File: src/rtl/eq_dispatcher_pkg.sv
// Shared definitions for the event-queue dispatcher: queue op encoding and FSM states.
// No logic of its own.
package eq_dispatcher_pkg;

  localparam logic READ_OP = 1'b1;

  typedef enum logic [2:0] {
    S_IDLE  = 3'd0,
    S_WAIT  = 3'd1,
    S_CHECK = 3'd2,
    S_POP   = 3'd3,
    S_OUT   = 3'd4,
    S_DONE  = 3'd5
  } state_t;

endpackage

File: src/rtl/eq_dispatcher.sv
// Pops every event at cur_time from the heap and hands it out on valid/ready; advances time when the step drains.
// ev_valid 3 cycles after q_dv && !q_busy; an unaccepted event holds the FSM in OUT and issues no further pops.
module eq_dispatcher
  import eq_dispatcher_pkg::*;
#(
  parameter int DATA_WD = 16,
  parameter int TIME_WD = 8,
  parameter int ID_WD   = 8
) (
  input  logic               i_clk,
  input  logic               i_rst,
  input  logic               i_start,
  input  logic [TIME_WD-1:0] i_t0,
  input  logic [DATA_WD-1:0] i_q_ev,
  input  logic               i_q_dv,
  input  logic               i_q_busy,
  input  logic               i_q_empty,
  output logic               o_q_cs,
  output logic               o_q_op,
  input  logic               i_ins_pend,
  output logic               o_ev_valid,
  input  logic               i_ev_ready,
  output logic [ID_WD-1:0]   o_ev_id,
  output logic [TIME_WD-1:0] o_ev_time,
  output logic [TIME_WD-1:0] o_cur_time,
  output logic               o_time_adv,
  output logic               o_done,
  output logic               o_caus_err
);

  state_t             r_state;
  state_t             w_state_nxt;
  logic [TIME_WD-1:0] r_cur_time;
  logic [TIME_WD-1:0] w_cur_nxt;
  logic               r_caus_err;
  logic               w_caus_nxt;
  logic               r_time_adv;
  logic               w_adv_nxt;
  logic [ID_WD-1:0]   r_ev_id;
  logic [TIME_WD-1:0] r_ev_time;
  logic               w_pop;
  logic [TIME_WD-1:0] w_top_t;

  assign w_top_t = i_q_ev[DATA_WD-1 -: TIME_WD];
  // Heap reorganising after a write can still be in flight when POP is reached; hold the read off.
  assign w_pop   = (r_state == S_POP) && !i_q_busy;

  always_comb begin
    w_state_nxt = r_state;
    w_cur_nxt   = r_cur_time;
    w_caus_nxt  = r_caus_err;
    w_adv_nxt   = 1'b0;
    case (r_state)
      S_IDLE, S_DONE: begin
        if (i_start) begin
          w_cur_nxt   = i_t0;
          w_caus_nxt  = 1'b0;
          w_state_nxt = S_WAIT;
        end else if (r_state == S_DONE && (i_ins_pend || !i_q_empty)) begin
          w_state_nxt = S_WAIT;
        end
      end
      S_WAIT: begin
        if (i_q_busy || i_ins_pend) w_state_nxt = S_WAIT;
        else if (i_q_empty)         w_state_nxt = S_DONE;
        else if (i_q_dv)            w_state_nxt = S_CHECK;
      end
      S_CHECK: begin
        // A pending insert may land at cur_time, so it must be seen before comparing again.
        if (i_ins_pend || i_q_busy || !i_q_dv) begin
          w_state_nxt = S_WAIT;
        end else if (w_top_t == r_cur_time) begin
          w_state_nxt = S_POP;
        end else if (w_top_t > r_cur_time) begin
          w_cur_nxt = w_top_t;
          w_adv_nxt = 1'b1;
        end else begin
          w_caus_nxt  = 1'b1;
          w_state_nxt = S_POP;
        end
      end
      S_POP: begin
        if (w_pop) w_state_nxt = S_OUT;
      end
      S_OUT: begin
        if (i_ev_ready) w_state_nxt = S_WAIT;
      end
      default: w_state_nxt = S_IDLE;
    endcase
  end

  always_ff @(posedge i_clk or negedge i_rst) begin
    if (!i_rst) begin
      r_state    <= S_IDLE;
      r_cur_time <= '0;
      r_caus_err <= 1'b0;
      r_time_adv <= 1'b0;
      r_ev_id    <= '0;
      r_ev_time  <= '0;
    end else begin
      r_state    <= w_state_nxt;
      r_cur_time <= w_cur_nxt;
      r_caus_err <= w_caus_nxt;
      r_time_adv <= w_adv_nxt;
      if (w_pop) begin
        r_ev_id   <= i_q_ev[ID_WD-1:0];
        r_ev_time <= w_top_t;
      end
    end
  end

  assign o_q_cs     = w_pop;
  assign o_q_op     = w_pop ? READ_OP : 1'b0;
  assign o_ev_valid = (r_state == S_OUT);
  assign o_ev_id    = r_ev_id;
  assign o_ev_time  = r_ev_time;
  assign o_cur_time = r_cur_time;
  assign o_time_adv = r_time_adv;
  assign o_done     = (r_state == S_DONE);
  assign o_caus_err = r_caus_err;

endmodule

File: config.mk
export PLATFORM = sky130hd
export DESIGN_NAME = eq_dispatcher
export DESIGN_NICKNAME = d
export VERILOG_FILES = /design/src/rtl/eq_dispatcher_pkg.sv /design/src/rtl/eq_dispatcher.sv
export SDC_FILE = /design/constraint.sdc
export NUM_CORES = 1
export LEC_CHECK = 0
export ABC_CLOCK_PERIOD_IN_PS = 3600
export BUFFER_PORTS_ARGS = -buffer_cell sky130_fd_sc_hd__buf_2
export CAP_MARGIN = 20
export CORE_ASPECT_RATIO = 0.5
export CORE_UTILIZATION = 40
export CTS_CLUSTER_DIAMETER = 40
export DETAILED_ROUTE_END_ITERATION = 8
export GPL_TIMING_DRIVEN = 0
export PLACE_DENSITY = 0.65
export RECOVER_POWER = 50
export SETUP_SLACK_MARGIN = 0.1
export SLEW_MARGIN = 30
export SYNTH_ARGS = -nofsm -noshare
export SYNTH_HDL_FRONTEND = slang
export SYNTH_SLANG_ARGS = --single-unit
export TNS_END_PERCENT = 5
File: constraint.sdc
create_clock -name i_clk -period 3.6 [get_ports i_clk]
set_input_delay 0.36 -clock i_clk [delete_from_list [all_inputs] [get_ports i_clk]]
set_output_delay 0.36 -clock i_clk [all_outputs]
set_load 0.05 [all_outputs]
==> impl_metrics.csv <==
group,metric,value,unit
outcome,status,"complete, but fails checks",
outcome,violations,"max-capacitance violations, max-slew violations",
pwr,power,2.01,mW
layout,syn_to_final_growth,28.4,%
run,max_cap_violations,1,
route,ant_nets,0,
global_route,grt_pass1_vias,1117,
global_route,antenna_found_initial,0,
global_route,grt_pass1_wl,5180,um
sta,finalSetupTns,0,ns
layout,layout-drive-gt1-share,44.7,%
critical_path,reg2reg_depth,7,
synth,synthSimpleGateAreaFrac,9.67,%
clock_tree,cts_htree_levels,2,
synth,synth.top_cell.area_share,44.9,%
die,die_h,47.0,um
placement,numPortBuffers,61,
route,wl,3100,um
synth,ys_top_cells_by_area,"dfrtp_1 (45%), mux2_2 (14%), mux2i_1 (8.7%), ha_1 (6.2%), inv_1 (2.3%)",
clock_tree,hold_buffers,0,
placement,gp_congestion,0.770,
layout,layout_common_cells,"buf_2 (45), dfrtp_1 (29), mux2_2 (20)",
sta,min_period,2.41,ns
synth,synth_cells,128,
layout,post-route-util,57.0,%
layout,final_net_count,236,
synth,ys_ff_latch,29,
worst_hold_path,hold_class,"in -> reg",
synth,yosys-mux-area-fraction,23.5,%
pwr,powerDensity,969,nW/um^2
die,fp-row-count,15,
clock_tree,cts_max_path_buffers,2,
synth,seq_area_frac_synth,44.9,%
critical_path,critical_path_class,"reg -> out",
synth,synth_fp_nets,168,
pwr,p_leak,0.985,nW
route,wl_per_cell,12.5,um
synth,syn_area,1620,um^2
synth,synth.avg_cell_area,12.6,um^2
synth,synth-compound-area-share,9.98,%
sta,setup_viol,0,
route,drc,0,
critical_path,startpoint_type,"register",
die,io_pins,62,
die,die-area,4320,um^2
synth,synth_area_leader_cell,"dfrtp_1",
clock_tree,cts-root-buf,"clkbuf_8",
layout,layout_commonest_cell,"buf_2",
placement,dp_hpwl,2430,um
clock_tree,post-cts-setup-buffers,0,
clock_tree,cts.sinks,29,
sta,tightest_slew,1.53,ns
pwr,vdd_drop_max,0.434,mV
sta,fin_skew,0.00929,ns
route,drt_pre_antenna_iters,4,
global_route,grt_overflow,0,
sta,slew_violations,30,
sta,fmaxAchievable,416,MHz
critical_path,worstPathArrival,2.05,ns
synth,synth_top_family_by_area,"multiplexers",
clock_tree,clkLatencyLatePin,0.28,ns
clock_tree,clkTransAtPathRegs,0.07,ns
route,drt_iter0_drc,22,
die,coreArea,3640,um^2
clock_tree,cts_tree,"done",
die,die_w,91.9,um
route,viasPerCell,4.89,
global_route,grt_max_degree,30,
critical_path,end_kind,"output port",
sta,timing.hold.ws,0.312,ns
placement,placedCellCount,240,
layout,fin_cells,248,
sta,slew_headroom,-1.88,%
global_route,grt_use_total,16.2,%
sta,finalHoldViolations,0,
clock_tree,cts_resized,0,
worst_hold_path,min_path_cells,2,
sta,grt_setup_unrepaired,"false",
layout,antennaDiodeCount,0,
critical_path,cp_max_fo,11,
clock_tree,cts_inserted_buffers,5,
synth,ys_warn_count,0,
sta,min_period_over_period,66.8,%
critical_path,required,3.24,ns
synth,yosys.area_share.adder,6.19,%
die,initial_core_util,44.4,%
route,vias,1212,
synth,synth_cell_types,36,
synth,synth_xor_area_share,0,%
-- cells in the mapped netlist --
cell	number
nor3b_1	1
a21oi_1	2
o21ai_0	2
mux2_2	20
o2111a_1	1
o211a_1	1
nor3_1	1
nor4b_2	1
nor2_1	4
buf_6	3
nand4b_1	2
nand3b_1	1
a211o_1	2
nand3_1	1
nor3b_4	1
mux2_4	1
ha_1	8
nand2b_1	1
a32oi_4	1
nand4_1	2
a21o_1	1
o21a_1	1
a21oi_2	1
or2_4	1
nor2b_1	1
nand2_1	5
o21bai_1	1
mux2i_1	14
nor4_1	1
o2111ai_4	1
dfrtp_1	29
o21ai_2	1
or3_1	1
inv_1	10
buf_4	3
a21o_2	1
-- per-stage QoR --
stage / setup WS [ns] / area, um^2
detailed placement: 1.35 / 2000
global placement: 1.08 / 1990
floorplan: 1.29 / 1620
global route: 1.02 / 2080
finish: 1.19 / 2080
CTS: 1.15 / 2100
-- final cells by class --
cell class                 instances  area (um^2)
fill                             355         1560
multi-input combinational         83          807
sequential                        29          726
timing repair buffer              61          285
clock buffer                       7         96.3
tap                               51         63.8
buffer                             6         56.3
inverter                          10         37.5
clock inverter                     1         5.00
-- report_power, final --
group,internal (mW),switching (mW)
sequential,0.473,0.0671
clock,0.173,0.122
combinational,0.352,0.826
total,0.997,1.02
-- final timing paths --
check	from	end	slack [ns]
max reg2reg	o_cur_time[5]	r_state[2]	1.44
min	i_q_ev[7]	o_ev_id[7]	0.31
min reg2reg	o_caus_err	o_caus_err	0.49
max in group asynchronous	i_rst	o_ev_id[4]	2.26
min in group asynchronous	i_rst	o_cur_time[7]	0.45
max	r_state[0]	o_q_op	1.19
-- state kept, by name, summed over array words and instances, names as in the netlist --
name,cells
o_cur_time,8
o_time_adv,1
o_ev_id,8
r_state,3
o_ev_time,8
o_caus_err,1
-- routing by layer --
layer  track usage, %  up-vias  wire length [um]
li1                 -      599                 -
met1             21.7      576              1510
met2             25.2       34              1430
met3             5.34        3               144
met4             5.63        0                11
met5                0        -                 0
-- critical path, cell delays in order (launching register included) --
cell and delay [ns]:
dfrtp_1 0.32, buf_4 0.17, inv_1 0.10, nor4b_4 0.59
buf_6 0.24, buf_4 0.11, buf_2 0.24
-- logic make-up (layout without fill, tap and decap cells) --
logic type               count (synthesis)  in the layout
AO/OA/AOI/OAI                           16             16
flip-flops                              29             29
AND/OR/NAND/NOR                         24             24
buffers and inverters                   16             85
multiplexers                            35             35
adder cells (fa/ha/maj)                  8              8
(Power assumes the default switching activity.)
